**src/rtl/mdu_pkg.sv**
```systemverilog
// Shared definitions for the iterative multiply/divide unit: op encodings,
// FSM states and the iteration-counter sizing helper.
package mdu_pkg;

  localparam logic [2:0] MDU_MULT  = 3'd0;
  localparam logic [2:0] MDU_MULTU = 3'd1;
  localparam logic [2:0] MDU_DIV   = 3'd2;
  localparam logic [2:0] MDU_DIVU  = 3'd3;
  localparam logic [2:0] MDU_MTHI  = 3'd4;
  localparam logic [2:0] MDU_MTLO  = 3'd5;

  typedef enum logic [1:0] {
    ST_IDLE = 2'd0,
    ST_CALC = 2'd1,
    ST_FIX  = 2'd2
  } mdu_state_t;

  // Counter must hold 0..width inclusive.
  function automatic int unsigned cnt_width(input int unsigned width);
    return $clog2(width + 1);
  endfunction

endpackage

```
**src/rtl/mdu_sign_fix.sv**
```systemverilog
// Conditional two's-complement negate: yields |x| at operand capture and
// restores the result sign in the FIX state.
module mdu_sign_fix #(
  parameter int WIDTH = 32
) (
  input  logic [WIDTH-1:0] value,
  input  logic             negate,
  output logic [WIDTH-1:0] result
);

  assign result = negate ? -value : value;

endmodule

```
**src/rtl/mult_div_unit.sv**
```systemverilog
// Iterative multiply/divide unit with HI/LO registers: shift-add multiply and
// restoring divide on unsigned magnitudes, with sign correction at the end.
module mult_div_unit
  import mdu_pkg::*;
#(
  parameter int WIDTH = 32
) (
  input  logic             Clk,
  input  logic             Reset,
  input  logic             Start,
  input  logic [2:0]       Op,
  input  logic [WIDTH-1:0] A,
  input  logic [WIDTH-1:0] B,
  output logic             Busy,
  output logic             Done,
  output logic             DivByZero,
  output logic [WIDTH-1:0] Hi,
  output logic [WIDTH-1:0] Lo
);

  localparam int unsigned    CW   = cnt_width(WIDTH);
  localparam logic [CW-1:0]  LAST = CW'(WIDTH - 1);

  mdu_state_t         state, state_next;
  logic [CW-1:0]      count;
  // Upper half: multiply partial product / divide remainder.
  // Lower half: multiplier being shifted out / dividend becoming quotient.
  logic [2*WIDTH-1:0] acc;
  logic [WIDTH-1:0]   opnd;
  logic               is_div, res_neg, rem_neg, dbz;

  logic op_md, op_signed, op_div, launch;
  assign op_md     = (Op == MDU_MULT) || (Op == MDU_MULTU) ||
                     (Op == MDU_DIV)  || (Op == MDU_DIVU);
  assign op_signed = (Op == MDU_MULT) || (Op == MDU_DIV);
  assign op_div    = (Op == MDU_DIV)  || (Op == MDU_DIVU);
  assign launch    = (state == ST_IDLE) && Start && op_md;

  logic [WIDTH-1:0] abs_a, abs_b;
  mdu_sign_fix #(.WIDTH(WIDTH)) u_abs_a (
    .value(A), .negate(op_signed & A[WIDTH-1]), .result(abs_a)
  );
  mdu_sign_fix #(.WIDTH(WIDTH)) u_abs_b (
    .value(B), .negate(op_signed & B[WIDTH-1]), .result(abs_b)
  );

  logic [2*WIDTH-1:0] prod_fixed;
  logic [WIDTH-1:0]   quot_fixed, rem_fixed;
  mdu_sign_fix #(.WIDTH(2*WIDTH)) u_fix_prod (
    .value(acc), .negate(res_neg), .result(prod_fixed)
  );
  mdu_sign_fix #(.WIDTH(WIDTH)) u_fix_quot (
    .value(acc[WIDTH-1:0]), .negate(res_neg), .result(quot_fixed)
  );
  mdu_sign_fix #(.WIDTH(WIDTH)) u_fix_rem (
    .value(acc[2*WIDTH-1:WIDTH]), .negate(rem_neg), .result(rem_fixed)
  );

  // One shift-add multiply step.
  logic [WIDTH:0]     mul_sum;
  logic [2*WIDTH-1:0] mul_step;
  assign mul_sum  = {1'b0, acc[2*WIDTH-1:WIDTH]} + (acc[0] ? {1'b0, opnd} : '0);
  assign mul_step = {mul_sum, acc[WIDTH-1:1]};

  // One restoring divide step; the subtraction only commits when it fits.
  logic [WIDTH:0]     div_shift;
  logic [WIDTH-1:0]   div_diff;
  logic               div_ge;
  logic [2*WIDTH-1:0] div_step;
  assign div_shift = acc[2*WIDTH-1:WIDTH-1];
  assign div_ge    = div_shift >= {1'b0, opnd};
  assign div_diff  = div_shift[WIDTH-1:0] - opnd;
  assign div_step  = {(div_ge ? div_diff : div_shift[WIDTH-1:0]),
                      acc[WIDTH-2:0], div_ge};

  always_comb begin
    // NOTE: default first so every path assigns state_next and no latch is inferred.
    state_next = state;
    case (state)
      ST_IDLE: if (launch) state_next = (op_div && (B == '0)) ? ST_FIX : ST_CALC;
      ST_CALC: if (count == LAST) state_next = ST_FIX;
      ST_FIX:  state_next = ST_IDLE;
      default: state_next = ST_IDLE;
    endcase
  end

  always_ff @(posedge Clk) begin
    // NOTE: sequential state uses non-blocking assignments so all registers
    // sample pre-edge values and simulation matches the synthesized flops.
    if (Reset) state <= ST_IDLE;
    else       state <= state_next;
  end

  assign Busy = (state != ST_IDLE);

  always_ff @(posedge Clk) begin
    // NOTE: datapath registers are reset too, so an aborted operation leaves
    // no stale operands behind and every output starts from a known value.
    if (Reset) begin
      count     <= '0;
      acc       <= '0;
      opnd      <= '0;
      is_div    <= 1'b0;
      res_neg   <= 1'b0;
      rem_neg   <= 1'b0;
      dbz       <= 1'b0;
      Done      <= 1'b0;
      DivByZero <= 1'b0;
      Hi        <= '0;
      Lo        <= '0;
    end else begin
      Done      <= (state == ST_FIX);
      DivByZero <= (state == ST_FIX) && dbz;
      case (state)
        ST_IDLE: begin
          if (launch) begin
            acc     <= {{WIDTH{1'b0}}, (op_div ? abs_a : abs_b)};
            opnd    <= op_div ? abs_b : abs_a;
            is_div  <= op_div;
            res_neg <= op_signed & (A[WIDTH-1] ^ B[WIDTH-1]);
            rem_neg <= op_signed & A[WIDTH-1];
            dbz     <= op_div && (B == '0);
            count   <= '0;
          end else if (Start && (Op == MDU_MTHI)) begin
            Hi <= A;
          end else if (Start && (Op == MDU_MTLO)) begin
            Lo <= A;
          end
        end
        ST_CALC: begin
          acc   <= is_div ? div_step : mul_step;
          count <= count + CW'(1);
        end
        ST_FIX: begin
          if (!dbz) begin
            if (is_div) begin
              Hi <= rem_fixed;
              Lo <= quot_fixed;
            end else begin
              {Hi, Lo} <= prod_fixed;
            end
          end
        end
        default: ;
      endcase
    end
  end

endmodule

```
**config.mk**
```make
export PLATFORM = sky130hd
export DESIGN_NAME = mult_div_unit
export DESIGN_NICKNAME = d
export VERILOG_FILES = /design/src/rtl/mdu_pkg.sv /design/src/rtl/mdu_sign_fix.sv /design/src/rtl/mult_div_unit.sv
export SDC_FILE = /design/constraint.sdc
export NUM_CORES = 1
export LEC_CHECK = 0
export CAP_MARGIN = 20
export CORE_MARGIN = 5
export CORE_UTILIZATION = 30
export CTS_CLUSTER_DIAMETER = 40
export DETAILED_ROUTE_END_ITERATION = 8
export MAX_ROUTING_LAYER = met4
export PLACE_DENSITY = 0.47
export SLEW_MARGIN = 30
export SYNTH_ARGS = -nofsm -noshare
export SYNTH_HDL_FRONTEND = slang
export SYNTH_SLANG_ARGS = --single-unit
```
**constraint.sdc**
```tcl
create_clock -name Clk -period 3.2 [get_ports Clk]
set_input_delay 0.64 -clock Clk [delete_from_list [all_inputs] [get_ports Clk]]
set_output_delay 0.64 -clock Clk [all_outputs]
set_load 0.01 [all_outputs]
```
# ---- Yosys cells after proc, flatten, opt, wreduce, memory -nomap -nowiden
# Index checks and enable logic that the tools add are counted.
dict set report word_totals {
  register_bits 174
  input_bits 70
  out_inout_bits 67
  word_cells 91
}
dict set report op_classes {
  n_addsub 8
  magnitude_cmp 1
  eq_ne 15
  mux 29
  n_bitwise 4
  reduce_logical 22
}
# cell n
set op_table {}
lappend op_table {{$mux 32} 17}
lappend op_table {{$mux 64} 3}
lappend op_table {{$neg 32->32} 4}
lappend op_table {{$pmux 32 s2} 2}
lappend op_table {{$pmux 64 s2} 1}
lappend op_table {{$neg 64->64} 1}
lappend op_table {{$add 32x32->33} 1}
lappend op_table {{$ge 33x32->1} 1}
lappend op_table {{$logic_not 32->1} 1}
lappend op_table {{$sub 32x32->32} 1}
lappend op_table {{$pmux 6 s2} 1}
lappend op_table {{$ne 2x2->1 const B} 5}
lappend op_table {{$add 6x1->6 const B} 1}
lappend op_table {{$eq 3x2->1 const B} 2}
lappend op_table {{$eq 3x3->1 const B} 2}
lappend op_table {{$eq 6x5->1 const B} 1}
lappend op_table {{$logic_and 1x1->1} 6}
lappend op_table {{$mux 2} 3}
lappend op_table {{$mux 6} 1}
lappend op_table {{$reduce_and 2->1} 3}
lappend op_table {{$reduce_bool 2->1} 3}
lappend op_table {{$logic_or 1x1->1} 5}
lappend op_table {{$reduce_and 5->1} 1}
lappend op_table {{$ne 2x1->1 const B} 2}
lappend op_table {{other kinds (9)} 11}

# ---- Logic depth before layout (Yosys ltp)
dict set report depth {
  ltp_word 7
  depth_mapped 15
  depth_no_buf 13
}

# ---- Modules after synthesis
# Synthesis repeated with hierarchy kept, for this count alone.
dict set report hier_totals {
  cells_unflattened 2218
  area_unflattened_um2 17093.9
}
# module instances cells_each area_each_um2
set by_module_without_submodules {}
lappend by_module_without_submodules {mult_div_unit 1 1577 12487.0}
lappend by_module_without_submodules {{mdu_sign_fix (u_abs_a ...)} 4 108 767.0}
lappend by_module_without_submodules {{mdu_sign_fix (u_fix_prod)} 1 209 1539.0}

# ---- Worst setup path before layout
# Ideal clock, no wire load.
dict set report synth_path {
  path_kind {flip-flop to flip-flop}
  start {reg acc[15]}
  end {reg Hi[20]}
  arrival_time_ns 3.221
  path_slack_ns -0.092
  stages_incl_launch_ff 11
  n_path_buf 1
  synth_period_minus_slack_ns 3.292
  cell_sequence {dfxtp_1 -> buf_6 -> or4_4 -> or4_4 -> or4_4 -> o41ai_4 -> and3b_1 -> a21oi_1 -> xnor2_1 -> a211o_1 -> a21oi_1}
}
dict set report synth_via {
  elab_chain_cells 5
}
# item line_no
set synth_lines {}
lappend synth_lines {{from (decl)} mult_div_unit.sv:28} ;# logic [2*WIDTH-1:0] acc;
lappend synth_lines {{from (signal assigned)} mult_div_unit.sv:117} ;# acc <= {{WIDTH{1'b0}}, (op_div ? abs_a : abs_b)};
lappend synth_lines {{from (signal assigned)} mult_div_unit.sv:131} ;# acc <= is_div ? div_step : mul_step;
lappend synth_lines {{$neg 64->64} mdu_sign_fix.sv:11} ;# assign result = negate ? -value : value;
lappend synth_lines {{$mux 64} mdu_sign_fix.sv:11}
lappend synth_lines {{$mux 32} mult_div_unit.sv:136} ;# if (is_div) begin
lappend synth_lines {{$mux 32} mult_div_unit.sv:135} ;# if (!dbz) begin
lappend synth_lines {{$pmux 32 s2} mult_div_unit.sv:114} ;# case (state)
lappend synth_lines {{to (signal assigned)} mult_div_unit.sv:137} ;# Hi <= rem_fixed;
lappend synth_lines {{to (signal assigned)} mult_div_unit.sv:140} ;# {Hi, Lo} <= prod_fixed;
lappend synth_lines {{to (decl)} mult_div_unit.sv:17} ;# output logic [WIDTH-1:0] Hi,
# Every way passes these cells. The select of a mux whose other input is x is not followed.
# A chain may end at the register's enable or synchronous reset.

# ---- Worst setup path after layout
# Ends and elaborated chain as after synthesis.

==> metrics <==
outcome finished with violations; failing checks setup timing; vias in the first global route 15100; Hold Path Class register to register; Post-synth EDFFs 0; CP Class register to register; met3 Track Usage GR 4.86%; Vias 16000; period utilisation layout 103%; fmax 0.304 GHz; Leak Pwr 0.00780 uW; Yosys reg bits 174; DP Area 18200 um2; CP Launch Type register; clock tree buffer depth 2; largest net degree at the start of global routing 53; initial antenna violation count 3; CP Max Fanout 6; Max Cap Viol 0; WL final 64300 um; CTS tree built; CTS buffer count 17; slew margin rel. 51.0%; DR DRC count 0; Syn Nets 2089; RD Place Congestion 0.957; I/O Buffers 136; Std-Cell Rows 79; CP required 3590 ps; Syn Inst Count 1948; shortest period the worst path allows 3290 ps; first-pass GRT wire length 94600 um; Mapped Area 14200 um2; final net count 2437; antenna-violating nets left 0; Clock transition at path regs 70 ps; Worst IR Drop VDD 394 uV; GR Layer Usage met1 34.0%; ANT cells 0; Die X 227 um; Syn. warnings 0; met2 Use GR 37.3%; Yosys cell types 71; Area Overhead vs Synth 35.5%; Post-Place Worst Slack -487 ps; Setup WS post-layout -91.2 ps; Slew @ Worst Pin 734 ps; fin area 19200 um2; GRT busiest layer met2; Seq/Total Area, Yosys 24.6%; Final Setup Violations 5; clk sink count 174; FFs w/ async S/R, synth 0%; critical path capture point type register; Final HPWL DP 52100 um; via/cell ratio 5.47; fin. max-slew vios 0; total grt overflow 0; All-Layer GR Usage 24.9%; I/O Pins 137; CORE AREA 46700 um2; die height 227 um; final hold viol count 0; Clock Skew 12.6 ps; Main synth FF type dfxtp_1; Critical Path AT 3680 ps; Clk Latency, worst-skew pair 460 ps; initial drt markers 1532; Avg WL per Cell 22.0 um; most frequent cells in the layout buf_4 (316), nand2_1 (218), nor2_1 (218), a21oi_1 (216), dfxtp_1 (168); layout cell share with drive strength beyond 1 19.5%; Root Driver clkbuf_16; Avg Inst Size Synth 7.26 um2; H-tree Lvls 4; RSZ-0062 raised after global routing yes; drt pass-1 iters 6; area of the die 51600 um2; leading cell type in the layout, fill and taps excluded buf_4; Initial Util 30.3%; Power Density 354 nW/um2
synth_stat cells (15+ instances only):
cell type	n	area, um2
nor4_1	15	93.8
xnor2_1	96	841
o31ai_1	18	135
xor2_1	75	657
o21ai_0	110	551
mux2i_1	37	370
inv_1	64	240
or3_1	22	138
a21oi_1	228	1140
nor3_1	44	220
a21o_1	32	240
nand2_1	218	818
nand3_1	32	160
dfxtp_1	174	3480
a31oi_1	21	131
nand4_1	15	93.8
nor2_1	223	837
a22oi_1	20	150
ha_1	69	863
o211ai_1	33	248
clkbuf_1	113	424
a211oi_1	63	473
final timing paths:
check | cells past startpoint | end | from | slack (ps)
worst min register to register | 2 | opnd[12] | opnd[12] | 450
worst max-delay path | 10 | Hi[20] | acc[15] | -90
worst max register to register | 10 | Hi[20] | acc[15] | -90
worst min-delay path | 2 | opnd[12] | opnd[12] | 450
registers in the layout (all words and copies together), names as in the netlist:
register   count
acc           64
Lo            32
DivByZero      1
state          2
Hi            32
opnd          32
is_div         1
count          6
Done           1
res_neg        1
dbz            1
rem_neg        1
per-layer routing:
metal / wire (um) / part of all wire, % / vias up
li1: - / - / 7772
met1: 29700 / 46 / 7597
met2: 27900 / 43 / 510
met3: 4720 / 7.3 / 74
met4: 1990 / 3.1 / 0
met5: 0 / 0 / -
cell type report:
cell class,count,area (um2)
Tap cell,607,759
Multi-Input combinational cell,1579,10300
Fill cell,4920,27500
Clock buffer,22,474
Timing Repair Buffer,459,3840
Sequential cell,174,3490
Inverter,65,244
Clock inverter,10,113
kinds of logic (layout without fill, tap and decap cells):
kind of cell               count (synthesis)  after routing  share of synthesized area [%]
xor gates and xnor gates                 171            171                           10.6
muxes                                     46             46                           3.33
AOI/OAI and AO/OA                        647            647                           29.3
DFF                                      174            174                           24.6
adders and majority gates                 71             71                           6.38
and+or+nand+nor                          644            644                           20.4
buffers and inverters                    195            556                           5.38
timing repair:
action / 4_1_cts / 5_1_grt
endpoints found under the setup margin: 21 / 59
resized for setup: 20 / 54
hold endpoints to repair: 0 / 0
hold buffers: 0 / 0
pin swaps: 5 / 21
setup buffers: 4 / 6
cloned: 0 / 1
power by group:
group          switching, uW  internal (uW)  leakage (uW)  total [uW]
combinational           1270            982       0.00610        2250
clock                    986           1210      0.000286        2200
sequential              80.7           2260       0.00142        2350
total                   2340           4460       0.00780        6790
metrics by stage:
step	util, %	hold slack (ps)	TNS [ps]	total power, uW	std cells
3_5_place_dp	39.0	446	-10800	4550	2873
6_report	41.1	453	-236	6790	2916
4_1_cts	40.5	455	-250	6770	2909
5_1_grt	41.1	470	-952	7090	2916
2_1_floorplan	-	425	-183	3530	1948
3_3_place_gp	39.0	442	-9740	4550	2873
critical path, cell delays in order, from the launching register on:
cell     delay [ps]
dfxtp_2         320
or4_4           530
or4_4           550
or4_4           530
o41ai_4         240
buf_6           170
and3b_2         210
a21oi_2          70
xnor2_2         160
a211o_1         320
a21oi_2         110
No activity file was read; power rests on OpenSTA's default activity.
